File: config.mk
export PLATFORM = sky130hd
export DESIGN_NAME = camera_capture_flat
export DESIGN_NICKNAME = d
export VERILOG_FILES = /design/src/rtl/camera_pkg.sv /design/src/rtl/camera_capture_if.sv /design/src/rtl/capture_fifo.sv /design/src/rtl/camera_capture.sv /design/src/flat_wrapper.sv
export SDC_FILE = /design/constraint.sdc
export NUM_CORES = 1
export LEC_CHECK = 0
export CAP_MARGIN = 20
export CORE_ASPECT_RATIO = 0.8
export CORE_UTILIZATION = 44
export DETAILED_ROUTE_END_ITERATION = 6
export PLACE_DENSITY_LB_ADDON = 0.1
export SYNTH_ARGS = -nofsm -noshare
export SYNTH_HDL_FRONTEND = slang
export SYNTH_SLANG_ARGS = --single-unit
export TNS_END_PERCENT = 50
File: constraint.sdc
create_clock -name clk -period 11.8 [get_ports clk]
set_input_delay 1.77 -clock clk [delete_from_list [all_inputs] [get_ports clk]]
set_output_delay 1.77 -clock clk [all_outputs]
set_load 0.02 [all_outputs]
File: src/rtl/camera_pkg.sv
// rtl/camera_pkg.sv - shared types, FIFO entry layout and frame sizing for camera_capture
package camera_pkg;

  localparam int PACK_DEF        = 4;
  localparam int LINE_WORDS_DEF  = 3;
  localparam int FRAME_LINES_DEF = 4;
  localparam int FIFO_DEPTH_DEF  = 8;

  localparam logic [1:0] IDLE    = 2'd0;
  localparam logic [1:0] CAPTURE = 2'd1;
  localparam logic [1:0] DRAIN   = 2'd2;

  typedef enum logic [1:0] {
    ST_IDLE    = IDLE,
    ST_CAPTURE = CAPTURE,
    ST_DRAIN   = DRAIN
  } cap_state_e;

  // Flag bits sit directly above the packed data field in a FIFO entry.
  localparam int SOF_OFS = 0;
  localparam int EOL_OFS = 1;
  localparam int EOF_OFS = 2;
  localparam int FLAG_BITS = 3;

  function automatic int frame_bytes(input int pack, input int line_words, input int frame_lines);
    return pack * line_words * frame_lines;
  endfunction

  localparam int FRAME_BYTES = PACK_DEF * LINE_WORDS_DEF * FRAME_LINES_DEF;

endpackage

File: src/rtl/camera_capture_if.sv
// rtl/camera_capture_if.sv - camera byte stream and packed-word output stream bundle
interface camera_capture_if #(
  parameter int PACK = 4
) ();

  logic              camera_en;
  logic              cam_valid;
  logic [7:0]        cam_data;
  logic              out_valid;
  logic              out_ready;
  logic [8*PACK-1:0] out_data;
  logic              out_sof;
  logic              out_eol;
  logic              out_eof;

  modport master (
    output camera_en,
    input  cam_valid,
    input  cam_data,
    output out_valid,
    input  out_ready,
    output out_data,
    output out_sof,
    output out_eol,
    output out_eof
  );

  modport slave (
    input  camera_en,
    output cam_valid,
    output cam_data,
    input  out_valid,
    output out_ready,
    input  out_data,
    input  out_sof,
    input  out_eol,
    input  out_eof
  );

endinterface

File: src/rtl/capture_fifo.sv
// rtl/capture_fifo.sv - synchronous show-ahead FIFO, DEPTH a power of two
module capture_fifo #(
  parameter int WIDTH = 8,
  parameter int DEPTH = 8
) (
  input  logic             clk,
  input  logic             rst,
  input  logic             push,
  input  logic [WIDTH-1:0] push_data,
  input  logic             pop,
  output logic [WIDTH-1:0] pop_data,
  output logic             full,
  output logic             empty
);

  localparam int AW = (DEPTH > 1) ? $clog2(DEPTH) : 1;

  logic [WIDTH-1:0] mem [DEPTH];
  logic [AW-1:0]    wr_ptr;
  logic [AW-1:0]    rd_ptr;
  logic [AW:0]      count;
  logic             do_push;
  logic             do_pop;

  assign full     = (count == (AW+1)'(DEPTH));
  assign empty    = (count == '0);
  assign do_push  = push & ~full;
  assign do_pop   = pop & ~empty;
  assign pop_data = mem[rd_ptr];

  always_ff @(posedge clk) begin
    if (do_push) begin
      mem[wr_ptr] <= push_data;
    end
  end

  always_ff @(posedge clk) begin
    if (rst) begin
      wr_ptr <= '0;
      rd_ptr <= '0;
      count  <= '0;
    end else begin
      if (do_push) wr_ptr <= wr_ptr + AW'(1);
      if (do_pop)  rd_ptr <= rd_ptr + AW'(1);
      case ({do_push, do_pop})
        2'b10:   count <= count + (AW+1)'(1);
        2'b01:   count <= count - (AW+1)'(1);
        default: count <= count;
      endcase
    end
  end

endmodule

File: src/rtl/camera_capture.sv
// rtl/camera_capture.sv - frame capture: byte packing, line/frame tagging, output FIFO; CAMERA_CAPTURE_BYTE_SWAP_EN selects MSB-first packing
module camera_capture
  import camera_pkg::*;
#(
  parameter int PACK        = PACK_DEF,
  parameter int LINE_WORDS  = LINE_WORDS_DEF,
  parameter int FRAME_LINES = FRAME_LINES_DEF,
  parameter int FIFO_DEPTH  = FIFO_DEPTH_DEF
) (
  input  logic             clk,
  input  logic             rst,
  input  logic             start,
  camera_capture_if.master bus,
  output logic             busy,
  output logic             overflow
);

  localparam int FB = frame_bytes(PACK, LINE_WORDS, FRAME_LINES);
  localparam int DW = 8 * PACK;
  localparam int EW = DW + FLAG_BITS;
  localparam int CW = $clog2(FB + 1);

`ifdef CAMERA_CAPTURE_BYTE_SWAP_EN
  localparam bit SWAP = 1'b1;
`else
  localparam bit SWAP = 1'b0;
`endif

  logic [1:0]    state;
  logic          cam_en;
  logic [CW-1:0] en_cnt;
  logic [CW-1:0] byte_cnt;
  logic [DW-1:0] word_reg;
  logic [DW-1:0] next_word;
  logic [CW-1:0] lane;
  logic [CW-1:0] word_idx;
  logic [CW-1:0] line_pos;
  logic          sample;
  logic          word_done;
  logic          last_byte;
  logic          fifo_push;
  logic          fifo_pop;
  logic          fifo_full;
  logic          fifo_empty;
  logic [EW-1:0] push_entry;
  logic [EW-1:0] head;

  assign lane     = byte_cnt % CW'(PACK);
  assign word_idx = byte_cnt / CW'(PACK);
  assign line_pos = word_idx % CW'(LINE_WORDS);

  assign sample    = (state == CAPTURE) && bus.cam_valid;
  assign word_done = sample && (lane == CW'(PACK - 1));
  assign last_byte = sample && (byte_cnt == CW'(FB - 1));
  // Full is judged before any same-cycle pop, so a pop never makes room for this write.
  assign fifo_push = word_done && !fifo_full;
  assign fifo_pop  = bus.out_valid && bus.out_ready;

  always_comb begin
    next_word = word_reg;
    for (int k = 0; k < PACK; k++) begin
      if (lane == CW'(k)) begin
        next_word[8*(SWAP ? (PACK-1-k) : k) +: 8] = bus.cam_data;
      end
    end
  end

  assign push_entry = {last_byte,
                       line_pos == CW'(LINE_WORDS - 1),
                       word_idx == '0,
                       next_word};

  always_ff @(posedge clk) begin
    if (rst) begin
      state    <= IDLE;
      cam_en   <= 1'b0;
      en_cnt   <= '0;
      byte_cnt <= '0;
      word_reg <= '0;
      overflow <= 1'b0;
    end else begin
      case (state)
        IDLE: begin
          if (start) begin
            state    <= CAPTURE;
            cam_en   <= 1'b1;
            en_cnt   <= '0;
            byte_cnt <= '0;
            word_reg <= '0;
            overflow <= 1'b0;
          end
        end
        CAPTURE: begin
          // The enable window is fixed-length; dropping it early would restart the camera.
          if (cam_en) begin
            en_cnt <= en_cnt + CW'(1);
            if (en_cnt == CW'(FB - 1)) cam_en <= 1'b0;
          end
          if (sample) begin
            word_reg <= next_word;
            byte_cnt <= byte_cnt + CW'(1);
          end
          if (word_done && fifo_full) overflow <= 1'b1;
          if (last_byte) state <= DRAIN;
        end
        DRAIN: begin
          if (fifo_empty) state <= IDLE;
        end
        default: state <= IDLE;
      endcase
    end
  end

  capture_fifo #(
    .WIDTH (EW),
    .DEPTH (FIFO_DEPTH)
  ) u_fifo (
    .clk       (clk),
    .rst       (rst),
    .push      (fifo_push),
    .push_data (push_entry),
    .pop       (fifo_pop),
    .pop_data  (head),
    .full      (fifo_full),
    .empty     (fifo_empty)
  );

  assign bus.camera_en = cam_en;
  assign bus.out_valid = !fifo_empty;
  assign bus.out_data  = fifo_empty ? '0 : head[DW-1:0];
  assign bus.out_sof   = !fifo_empty && head[DW + SOF_OFS];
  assign bus.out_eol   = !fifo_empty && head[DW + EOL_OFS];
  assign bus.out_eof   = !fifo_empty && head[DW + EOF_OFS];
  assign busy          = (state != IDLE);

endmodule

File: src/flat_wrapper.sv
// flat-port wrapper written by rule: the top's interface ports become plain ports
module camera_capture_flat import camera_pkg::*;
#(
  parameter int PACK        = PACK_DEF,
  parameter int LINE_WORDS  = LINE_WORDS_DEF,
  parameter int FRAME_LINES = FRAME_LINES_DEF,
  parameter int FIFO_DEPTH  = FIFO_DEPTH_DEF
)
  (clk, rst, start, busy, overflow, bus_camera_en, bus_cam_valid, bus_cam_data, bus_out_valid, bus_out_ready, bus_out_data, bus_out_sof, bus_out_eol, bus_out_eof);
  camera_capture_if #(.PACK(PACK)) bus_i ();
  input  logic clk;
  input  logic rst;
  input  logic start;
  output logic busy;
  output logic overflow;
  output wire logic [$bits(bus_i.camera_en)-1:0] bus_camera_en;
  input wire logic [$bits(bus_i.cam_valid)-1:0] bus_cam_valid;
  input wire logic [$bits(bus_i.cam_data)-1:0] bus_cam_data;
  output wire logic [$bits(bus_i.out_valid)-1:0] bus_out_valid;
  input wire logic [$bits(bus_i.out_ready)-1:0] bus_out_ready;
  output wire logic [$bits(bus_i.out_data)-1:0] bus_out_data;
  output wire logic [$bits(bus_i.out_sof)-1:0] bus_out_sof;
  output wire logic [$bits(bus_i.out_eol)-1:0] bus_out_eol;
  output wire logic [$bits(bus_i.out_eof)-1:0] bus_out_eof;
  assign bus_camera_en = bus_i.camera_en;
  assign bus_i.cam_valid = bus_cam_valid;
  assign bus_i.cam_data = bus_cam_data;
  assign bus_out_valid = bus_i.out_valid;
  assign bus_i.out_ready = bus_out_ready;
  assign bus_out_data = bus_i.out_data;
  assign bus_out_sof = bus_i.out_sof;
  assign bus_out_eol = bus_i.out_eol;
  assign bus_out_eof = bus_i.out_eof;
  camera_capture #(.PACK(PACK), .LINE_WORDS(LINE_WORDS), .FRAME_LINES(FRAME_LINES), .FIFO_DEPTH(FIFO_DEPTH)) u_core (.clk(clk), .rst(rst), .start(start), .bus(bus_i), .busy(busy), .overflow(overflow));
endmodule
==> impl_metrics.yaml, run 1 <==
clock_network:
  tritoncts: "built"
  cts_hold_buffers: 0
  tritoncts.num_buffers: 36
  clk_latency_ns: 0.53
  cts-htree-levels: 2
  cts_post_setup_buffers_inserted: 0
  clk_buf_depth: 3
  cts_resized: 0
  clk_pin_slew_ns: 0.06
  clock-sinks: 341
  cts-root-buf: "clkbuf_16"
detailed_routing:
  routed_wl_per_cell_um: 22.9
  vias_per_cell: 5.54
  drt_iter0_markers: 503
  antenna_left: 0
  drc_violation_count_after_routing: 0
  m1WireLength_um: 13300
  met2RoutedLength_um: 15200
  route.vias.total: 7253
  routed.top_layer: "met4"
  routed-wl-met3_um: 996
  drt-pass1-iter-count: 4
  totalWireLength_um: 30000
finish:
  drive_above_1_share: 0.228
  layout-area-overhead-vs-synth_pct: 16.2
  n_fill_cell: 2465
  layout.core_utilization: 0.523
  diodes: 0
  multi_input_area_um2: 3910
  max_ffs_per_register: 280
  final_design_area_no_fill_um2: 16000
  num-nets-final: 900
  area_used_by_sequential_logic_in_the_layout_um2: 9640
sta:
  final_hold_viol_count: 0
  tightestPinTransition_ns: 1.13
  totalNegativeSetupSlack_ns: 0
  clock_skew_ns: 0.0302
  finalMaxSlewViolations: 0
  max_freq_ghz: 0.187
  setup_viol: 0
  timing.max_slew.rel_slack: 0.249
  rsz_0062_raised_after_global_routing: "no"
  fin_crit_ns: 5.36
  fin_hold_ws_ns: 0.447
  min_period_over_period: 0.454
place:
  number_of_port_buffers: 51
  dpl_cell_area_um2: 14800
  sum_of_net_half_perimeters_after_detailed_placement_um: 16800
  finalWeightedCongestion: 0.741
worst_setup_path:
  crit_arrival_ns: 3.59
  cp.required_ns: 10.03
  critical_path_peak_fanout: 43
  crit_path_start_kind: "register"
  crit_path_end_kind: "output pin"
  worst-setup-path-type: "register to output pin"
synth:
  postSynthRegisterBits: 341
  synth.lib_cells_used.distinct: 55
  warning_count_from_the_yosys_run: 0
  synth_top_cell_area_share: 0.611
  synth-seq-area-share: 0.699
  post_synth_inst_count: 814
  synth_adder_area_share: 0.0133
  synth_most_common_cell: "edfxtp_1"
  synth_area_um2: 13800
  ys_top_cells_by_area: "edfxtp_1, mux4_2, dfxtp_1"
  synth_compound_gate_area_share: 0.0251
  synth_simple_gate_area_share: 0.0628
  ys_dominant_reg_cell: "edfxtp_1"
  number_of_enable_flip_flop_cells_after_synthesis: 280
  synth_async_sr_flop_share: 0
  yosys.area_share.xor_xnor: 0.0106
  postSynthNetCount: 841
  synthDominantAreaCellType: "edfxtp_1"
  synth_top_family_by_area: "multiplexers"
  mean_area_per_synthesized_cell_um2: 16.9
  synth.area.mux_share: 0.168
  ys_top_cells_by_count: "edfxtp_1, mux4_2, nor2_1"
floorplanning:
  placementRows: 57
  die_w_um: 200
  io-pin-count: 52
  fp.coreArea_um2: 30600
  die_h_um: 160
  dieArea_um2: 32000
  starting_density_of_the_core: 0.450
outcome:
  status: "finished clean"
power_and_ir_drop:
  worst_ir_drop_vdd_mv: 0.114
  pwr_density_cell_nw_per_um2: 158
  cellLeakagePower_nw: 5.14
grt:
  grt_start_max_net_pins: 71
  globalRoute.totalOverflow: 0
  number_of_global_route_vias_before_repair: 7697
  grt_first_pass_wirelength_um: 45900
  initial_antenna_violation_count: 0
  grtUsageTotal: 0.195
worst_hold_path:
  hold_path.class: "register to register"
run:
  drv.max_cap_violation_count: 0
per-stage QoR:
stage               power, mW  setup slack, ns  std cells
global placement         1.38             6.85       1248
detailed placement       1.38             6.81       1248
finish                   2.52             6.44       1309
floorplan                1.36             5.60        814
CTS                      2.55             6.26       1309
global route             2.60             6.10       1309
power by group:
group / internal (mW) / total [mW] / switching, mW
Clock: 0.724 / 1.17 / 0.448
Combinational: 0.0155 / 0.0557 / 0.0401
Sequential: 1.29 / 1.30 / 0.00247
Total: 2.03 / 2.52 / 0.491
metal layers:
metal  vias up  global-route usage
li1       3275                   -
met1      3789               0.261
met2       147               0.333
met3        42              0.0304
met4         0              0.0465
met5         -                   0
area by class of cell:
type | count | share of cell area
tap | 413 | 0.0323
clock buffer | 43 | 0.0612
multi-input combinational | 412 | 0.244
timing repair buffer | 71 | 0.0410
clock inverter | 18 | 0.0161
sequential | 341 | 0.602
inverter | 11 | 0.00258
worst paths after layout:
kind / to / cells after the start / startpoint / slack [ns]
min: u_core.word_reg[4] / 2 / u_core.word_reg[4] / 0.45
max: bus_out_data[25] / 5 / register / 6.44
max reg2reg: u_core.u_fifo.mem[5][14] / 6 / u_core.byte_cnt[0] / 8.42
min reg2reg: u_core.word_reg[4] / 2 / u_core.word_reg[4] / 0.45
cell families after synthesis:
logic type	Yosys count
and+or+nand+nor	183
muxes	140
DFF	341
adders and majority gates	14
buffers and inverters	61
xor gates and xnor gates	15
AOI/OAI and AO/OA	60
cell usage in the layout, fill, tap and decap left out, types with 4 or more instances in the layout:
| master | netlist | final |
|---|---|---|
| edfxtp_1 | 280 | 280 |
| mux4_2 | 70 | 70 |
| nor2_1 | 65 | 62 |
| dfxtp_1 | 61 | 58 |
| clkdlybuf4s50_1 | 0 | 50 |
| a21oi_1 | 44 | 44 |
| nand2_1 | 43 | 43 |
| nand3_1 | 37 | 37 |
| clkbuf_16 | 0 | 37 |
| mux2i_1 | 36 | 36 |
| mux2_2 | 34 | 34 |
| buf_4 | 7 | 20 |
| ha_1 | 13 | 13 |
| inv_1 | 9 | 9 |
| xor2_1 | 8 | 8 |
| nand2b_1 | 7 | 7 |
| bufinv_16 | 0 | 6 |
| xnor2_1 | 5 | 5 |
| nor3_1 | 8 | 4 |
| nor3_2 | 0 | 4 |
critical path: stages (launching register included):
cell             delay [ns]
dfxtp_4                0.98
buf_4                  0.63
mux4_2                 0.57
mux2i_1                0.24
nor2_1                 0.08
clkdlybuf4s50_1        0.55
Power figures use the tool's default switching activity.
==> inputs of run 2 (changes only) <==
==> constraint.sdc (replaced) <==
create_clock -name clk -period 5.5 [get_ports clk]
set_input_delay 0.825 -clock clk [delete_from_list [all_inputs] [get_ports clk]]
set_output_delay 0.825 -clock clk [all_outputs]
set_load 0.02 [all_outputs]
==> run 2 against run 1 <==
Effect of this change:
- critical path depth stayed put
- design area fell by 0.61%
- first-iteration DRC count decreased by 5.4%
- die area unchanged
- utilization down 0.32 points
- highest routed layer unchanged
- largest cell class unchanged
==> impl_metrics.yaml, run 2 (same netlist as run 1, synthesis figures left out) <==
outcome:
  status: "finished clean"
grt:
  initial_antenna_violation_count: 0
  globalRoute.totalOverflow: 0
  grt_start_max_net_pins: 53
  grtUsageTotal: 0.197
  number_of_global_route_vias_before_repair: 7729
  grt_first_pass_wirelength_um: 46700
floorplanning:
  die_h_um: 160
  die_w_um: 200
  placementRows: 57
  io-pin-count: 52
  fp.coreArea_um2: 30600
  starting_density_of_the_core: 0.450
  dieArea_um2: 32000
finish:
  num-nets-final: 899
  layout.core_utilization: 0.520
  n_fill_cell: 2445
  max_ffs_per_register: 280
  drive_above_1_share: 0.218
  most_frequent_standard_cell_in_the_layout_excluding_fill_and_tap_cells: "edfxtp_1"
  layout-area-overhead-vs-synth_pct: 15.5
  area_used_by_sequential_logic_in_the_layout_um2: 9640
  multi_input_area_um2: 3910
  diodes: 0
  commonest_non_fill_non_tap_cells_in_the_layout: "edfxtp_1, mux4_2, nor2_1"
worst_setup_path:
  crit_path_end_kind: "output pin"
  critical_path_peak_fanout: 39
  max_stage_delay_ns: 0.92
  crit_arrival_ns: 3.17
  timing.rr.start: "u_core.byte_cnt[0]"
  cp_cell_instances: "buf_12 -> mux4_2 -> mux2i_1 -> nor2_1 -> clkdlybuf4s50_1"
  slowest_stage: "dfxtp_4"
  r2r_cells: 11
  regToRegEndpoint: "u_core.u_fifo.count[3]"
  r2r_setup_slack_ns: 2.11
  cp.required_ns: 4.68
  crit_path_start_kind: "register"
  worst-setup-path-type: "register to output pin"
place:
  finalWeightedCongestion: 0.711
  sum_of_net_half_perimeters_after_detailed_placement_um: 17300
  number_of_port_buffers: 51
detailed_routing:
  drt-pass1-iter-count: 5
  drt_iter0_markers: 476
  drc_violation_count_after_routing: 0
  antenna_left: 0
  vias_per_cell: 5.58
  routed_wl_per_cell_um: 23.0
  totalWireLength_um: 30100
  route.vias.total: 7313
clock_network:
  tritoncts: "built"
  clock-sinks: 341
  cts-htree-levels: 2
  cts-root-buf: "clkbuf_16"
  cts_post_setup_buffers_inserted: 0
  tritoncts.num_buffers: 35
  cts_hold_buffers: 0
  clk_latency_ns: 0.52
  clk_buf_depth: 3
  cts_resized: 0
  clk_pin_slew_ns: 0.06
power_and_ir_drop:
  power_mw: 5.21
  cell_internal_pwr_mw: 4.18
  pwr-share-clk: 0.442
  pwr_density_cell_nw_per_um2: 327
  worst_ir_drop_vdd_mv: 0.218
  proportion_of_power_drawn_by_flip_flops_and_latches: 0.535
  power.switching_mw: 1.03
  power.combinational.fraction: 0.023
  cellLeakagePower_nw: 5.08
  power_switching_share: 0.197
worst_hold_path:
  hp-start: "u_core.word_reg[9]"
  hold_path_depth: 2
  hold_path.class: "register to register"
  whs_endpoint: "u_core.word_reg[9]"
sta:
  clock_skew_ns: 0.0170
  fin_crit_ns: 3.99
  setup_viol: 0
  rsz_0062_raised_after_global_routing: "no"
  totalNegativeSetupSlack_ns: 0
  min_period_over_period: 0.726
  tightestPinTransition_ns: 1.04
  final_hold_viol_count: 0
  finalMaxSlewViolations: 0
  timing.max_slew.rel_slack: 0.304
  max_freq_ghz: 0.250
run:
  drv.max_cap_violation_count: 0
## run 2: cell count changes in the layout (fill, tap and decap cells not counted), moves of 2 or more
cell,previous run,this run
inv_6,3,0
clkbuf_1,3,15
buf_12,0,2
bufinv_16,6,1
clkinv_4,2,0
buf_4,20,17
clkinv_1,3,1
## run 2: worst max-delay path: cells and delay by family, from the launching register on
kind	cells	cell delay [ns]
mux	2	0.74
flops	1	0.92
simple gates	1	0.07
buf+inv	2	0.92
## run 2: how the worst max path moves through the flow
stage                  start                       end  slack (ns)  depth (start not counted)
6_report            register          bus_out_data[28]        1.51                          5
5_1_grt             register          bus_out_data[25]        1.24                          5
4_1_cts             register          bus_out_data[27]        1.37                          5
3_5_place_dp   bus_cam_valid    u_core.u_fifo.count[3]        1.89                         11
3_3_place_gp   bus_cam_valid  u_core.u_fifo.mem[5][28]        1.94                          6
2_1_floorplan  bus_cam_valid   u_core.u_fifo.mem[0][0]        0.25                          4
## run 2: cell type report
class / count / share of cell area
timing repair buffer: 71 / 0.0427
multi-input combinational: 412 / 0.246
inverter: 11 / 0.00260
clock inverter: 6 / 0.00354
clock buffer: 57 / 0.0668
tap: 413 / 0.0325
sequential: 341 / 0.606
## run 2: power by group through the flow
stage	Clock, mW	Combinational [mW]	Sequential [mW]
finish	2.30	0.119	2.78
global route	2.45	0.129	2.78
CTS	2.35	0.120	2.78
detailed placement	0	0.120	2.84
global placement	0	0.116	2.84
floorplan	0	0.0740	2.84
## run 2: through the flow
stage               std cells  worst slack [ns]  hold WS (ns)  area [um2]
CTS                      1311              1.37         0.453       15900
global route             1311              1.24         0.474       15900
detailed placement       1248              1.89         0.444       14800
finish                   1311              1.51         0.451       15900
floorplan                 814             0.247         0.429       13800
global placement         1247              1.94         0.435       14800
## run 2: routing by layer
metal / GRT usage / vias up / share of wire
met5: 0 / - / 0
met1: 0.279 / 3836 / 0.46
met4: 0.0510 / 0 / 0.018
met3: 0.0291 / 43 / 0.041
met2: 0.320 / 167 / 0.48
li1: - / 3267 / -
==> variant 1: new RTL, config.mk and constraints of run 1 <==
Reset style: asynchronous (`rst`), changed in 2 clocked blocks.
--- a/src/rtl/capture_fifo.sv
+++ b/src/rtl/capture_fifo.sv
@@ -36,3 +36,3 @@
 
-  always_ff @(posedge clk) begin
+  always_ff @(posedge clk or posedge rst) begin
     if (rst) begin
--- a/src/rtl/camera_capture.sv
+++ b/src/rtl/camera_capture.sv
@@ -72,3 +72,3 @@
 
-  always_ff @(posedge clk) begin
+  always_ff @(posedge clk or posedge rst) begin
     if (rst) begin
Function: differs if rst is asserted again (counterexample within 4 cycles, from zero or initial values and one cycle with rst high); with rst held inactive, the same outputs for 4 cycles.
==> variant 1 against run 1 <==
- core utilization rose by 0.13 points
- sequential cell count fell by 3
- synthesized area fell by 0.26%
- setup slack got worse by 77 ps
- wire length fell by 4.7%
- worst hold slack improved by 59 ps
- cell area barely moved
- critical endpoint is now bus_out_data[15]
- largest cell class unchanged
Power is not compared: it rests on default switching activity, and its combinational part moved more than twofold at a synthesized area within 25%.
==> variant 1: results (changes against run 1) <==
status: "completed"
grt_max_degree: 59  # -17%
pre_cts_ws_ps: 6730  # -76.88 ps
syn_nets: 753  # -10%
drive_above_1_share: 0.2461  # +0.01838
reg2reg_depth: 7  # +1
synthTopCellsByCount: "280 x edfxtp_1, 70 x mux4_2, 58 x dfrtp_1"
min_to: "u_core.word_reg[5]"
dpl_cell_area_sq_um: 14770  # about the same
synth_cell_type_count: 54  # -1.8%
fin_skew_ps: 23.14  # -7.104 ps
yosysSeqAreaShare: 0.7180  # +0.01861
diodes: 0  # unchanged
grt_pass1_wl_um: 44650  # -2.6%
cp_slowest_cell: "buf_4"
nNetsFinal: 824  # -8.4%
r2r-start: "u_core.state[1]"
cpPeakStageDelay_ps: 850  # -130 ps
gr-usage-all-layers: 0.1896  # -0.005228
slew_headroom: 0.2534  # +0.004199
wire_per_inst_um: 23.11  # +0.77%
synthTopCellsByArea: "edfxtp_1 61%, mux4_2 11%, dfrtp_1 11%, mux2_2 2.7%, mux2i_1 2.7%"
vias: 6846  # -5.6%
wirelength_um: 28610  # -4.7%
r2r_slack_ps: 8630  # +210 ps
drt_pre_antenna_iters: 5  # +1
grt_pass1_vias: 7418  # -3.6%
r2r-end: "u_core.u_fifo.mem[6][19]"
placed_cells: 1171  # -6.2%
crit_path_max_fanout: 47  # +9.3%
holdPathStages: 1  # -1
gp_congestion: 0.6993  # -5.6%
yosys_warnings: 0  # unchanged
port_buffers: 51  # unchanged
whs_ps: 505.5  # +58.95 ps
power.leakage_uw: 0.005628
clkTransAtPathRegs_ps: 60  # about the same
hp-start: "u_core.word_reg[5]"
drt-initial-drc-count: 534  # +6.2%
avgSynthCellArea_sq_um: 18.91  # +12%
hpwl_um: 16440  # -1.9%
ys_async_sr_fraction: 0.1716  # +0.1716
variant 1: changes by cell type in the layout (fill, tap and decap cells not counted), sizes merged, moves of 3 or more:
cell and change:
dfxtp -61, dfrtp +58, a21oi -40, a22o +35
nand3 -34, nand2 -26, nor2 -16, clkbuf +10
bufinv -4, inv +4, a211oi +3, xor2 -3
variant 1: worst max-delay path by stage:
stage | end | slack (ps) | from | cells past startpoint
final | bus_out_data[15] | 6360 | u_core.u_fifo.rd_ptr[0] | 5
after global routing | bus_out_data[15] | 6020 | u_core.u_fifo.rd_ptr[0] | 5
after CTS | bus_out_data[15] | 6190 | u_core.u_fifo.rd_ptr[0] | 5
after detailed placement | bus_out_data[15] | 6730 | u_core.u_fifo.rd_ptr[0] | 5
after global placement | bus_out_data[15] | 6760 | u_core.u_fifo.rd_ptr[0] | 5
after floorplan | u_core.u_fifo.mem[0][0] | 5490 | bus_cam_valid | 6
variant 1: area by class of cell:
class	instances	area [sq um]
inverter	18	67.56
timing repair buffer	72	665.6
sequential	338	9866
tap	413	516.7
multi-input combinational	331	3661
clock inverter	13	126.4
clock buffer	53	1097
fill	2498	14520
variant 1: logic make-up after synthesis:
logic type,after synthesis,synth area share
AOI/OAI and AO/OA,60,0.03499
xor gates and xnor gates,14,0.008930
adders and majority gates,14,0.01330
buffers and inverters,57,0.01895
DFF,338,0.7180
muxes,141,0.1697
and+or+nand+nor,102,0.03617
variant 1: power groups by stage:
stage	Clock, uW	Combinational (uW)	Sequential, uW
floorplan	0	1030	1670
global placement	0	1400	1750
global route	1200	1550	1760
CTS	1150	1450	1730
finish	1130	1420	1730
detailed placement	0	1440	1760
variant 1: layer usage:
metal,part of all wire,wire [um],global-route usage
met1,0.45,12840,0.2614
met2,0.50,14240,0.3190
met3,0.037,1056,0.02703
met4,0.017,474,0.04441
met5,0,0,0
==> variant 2: new RTL, settings of run 1 <==
Without the edit above. Set the package constant `PACK_DEF` to 2 (it was 4).
--- a/src/rtl/camera_pkg.sv
+++ b/src/rtl/camera_pkg.sv
@@ -3,3 +3,3 @@
 
-  localparam int PACK_DEF        = 4;
+  localparam int PACK_DEF        = 2;
   localparam int LINE_WORDS_DEF  = 3;
Interface: changed (resized bus_out_data); port bits go from 52 to 36. No check against the original RTL was run, so the function may have changed too.
==> variant 2 against run 1 <==
- non-clock buffer count fell by 22
- cell count decreased by 39%
- setup slack improved by 770 ps
- clock skew decreased by 18 ps
- count of clock-buffer cells in the layout fell by 21
- synthesized cell count is 36% lower
- combinational power grew 7.0%
- sequential share of layout area decreased by 2.0 points
- cell area shrank 42%
- sequential cell count down 146
- power fell by 45%
- first-iteration DRC count decreased by 34%
- wire length is 45% lower
- synthesized area fell by 41%
- largest cell class unchanged
- largest power group unchanged
==> variant 2: results (changes against run 1) <==
status: "completed"
synthTopCellsByArea: "edfxtp_1 56%, dfxtp_1 11%, mux4_2 11%, mux2i_1 2.7%, nor2_1 2.6%"
insertion_delay_ps: 430  # -100 ps
largest_reg_flops: 152  # -46%
crit_path_end: "bus_out_eol"
r2r-start: "u_core.byte_cnt[3]"
min_to: "u_core.word_reg[13]"
r2r-end: "u_core.u_fifo.mem[0][17]"
clockBufferDepth: 2  # -1
grt_pass1_vias: 4509  # -41%
r2r_slack_ps: 8660  # +240 ps
dpl_cell_area_sq_um: 8722  # -41%
reg2reg_depth: 10  # +4
arrival_ps: 2820  # -770 ps
wire_per_inst_um: 20.85  # -9.1%
met2_usage: 0.3136  # -0.01907
grt_pass1_wl_um: 25890  # -44%
vias_per_cell: 5.569  # +0.52%
fin_skew_ps: 11.85  # -18.39 ps
crit_path_max_fanout: 38  # -12%
synth_compound_area_frac: 0.03752  # +0.01244
synth_cells: 523  # -36%
synth_xor_area_frac: 0.01621  # +0.005579
port_buffers: 35  # -31%
grt_max_degree: 39  # -45%
synth_cell_type_count: 46  # -16%
synthAdderAreaFrac: 0.01791  # +0.004642
cpPeakStageDelay_ps: 610  # -370 ps
nNetsFinal: 585  # -35%
hpwl_um: 9679  # -42%
final_cells: 799  # -39%
grt.met1_usage: 0.2515  # -0.009332
peakVddDrop_mv: 0.1184  # +4.1%
synthTopCellsByCount: "152 x edfxtp_1, 56 x nor2_1, 43 x dfxtp_1"
drt-initial-drc-count: 334  # -34%
yosysSeqAreaShare: 0.6694  # -0.02994
placed_cells: 766  # -39%
use_met3: 0.04416  # +0.01375
slew_headroom: 0.2836  # +0.03446
hp-start: "u_core.word_reg[13]"
yosys_warnings: 0  # unchanged
## variant 2: report_power, final
part           total [uW]  switching [uW]  leakage (uW)  internal (uW)
logic                59.6            36.4      0.000920           23.2
clock network         573             255      0.000299            318
registers             744            2.52       0.00168            741
## variant 2: area by class of cell
cell class	count	share of cell area
clock inverter	10	0.008452
sequential	195	0.5821
multi-input combinational	287	0.2705
clock buffer	22	0.05554
timing repair buffer	49	0.04883
tap	225	0.03019
inverter	11	0.004427
## variant 2: layer usage
layer,up-vias,wire length [um]
met5,-,0
met4,0,219
met3,14,586
met2,79,8062
met1,2286,7790
li1,2071,-
## variant 2: logic make-up (layout without fill, tap and decap cells)
kind of cell,after synthesis,count (layout)
flip-flops,195,195
AND/OR/NAND/NOR,138,138
AO/OA/AOI/OAI,47,47
multiplexers,76,76
XOR/XNOR,15,15
adder cells (fa/ha/maj),11,11
buffers and inverters,41,92
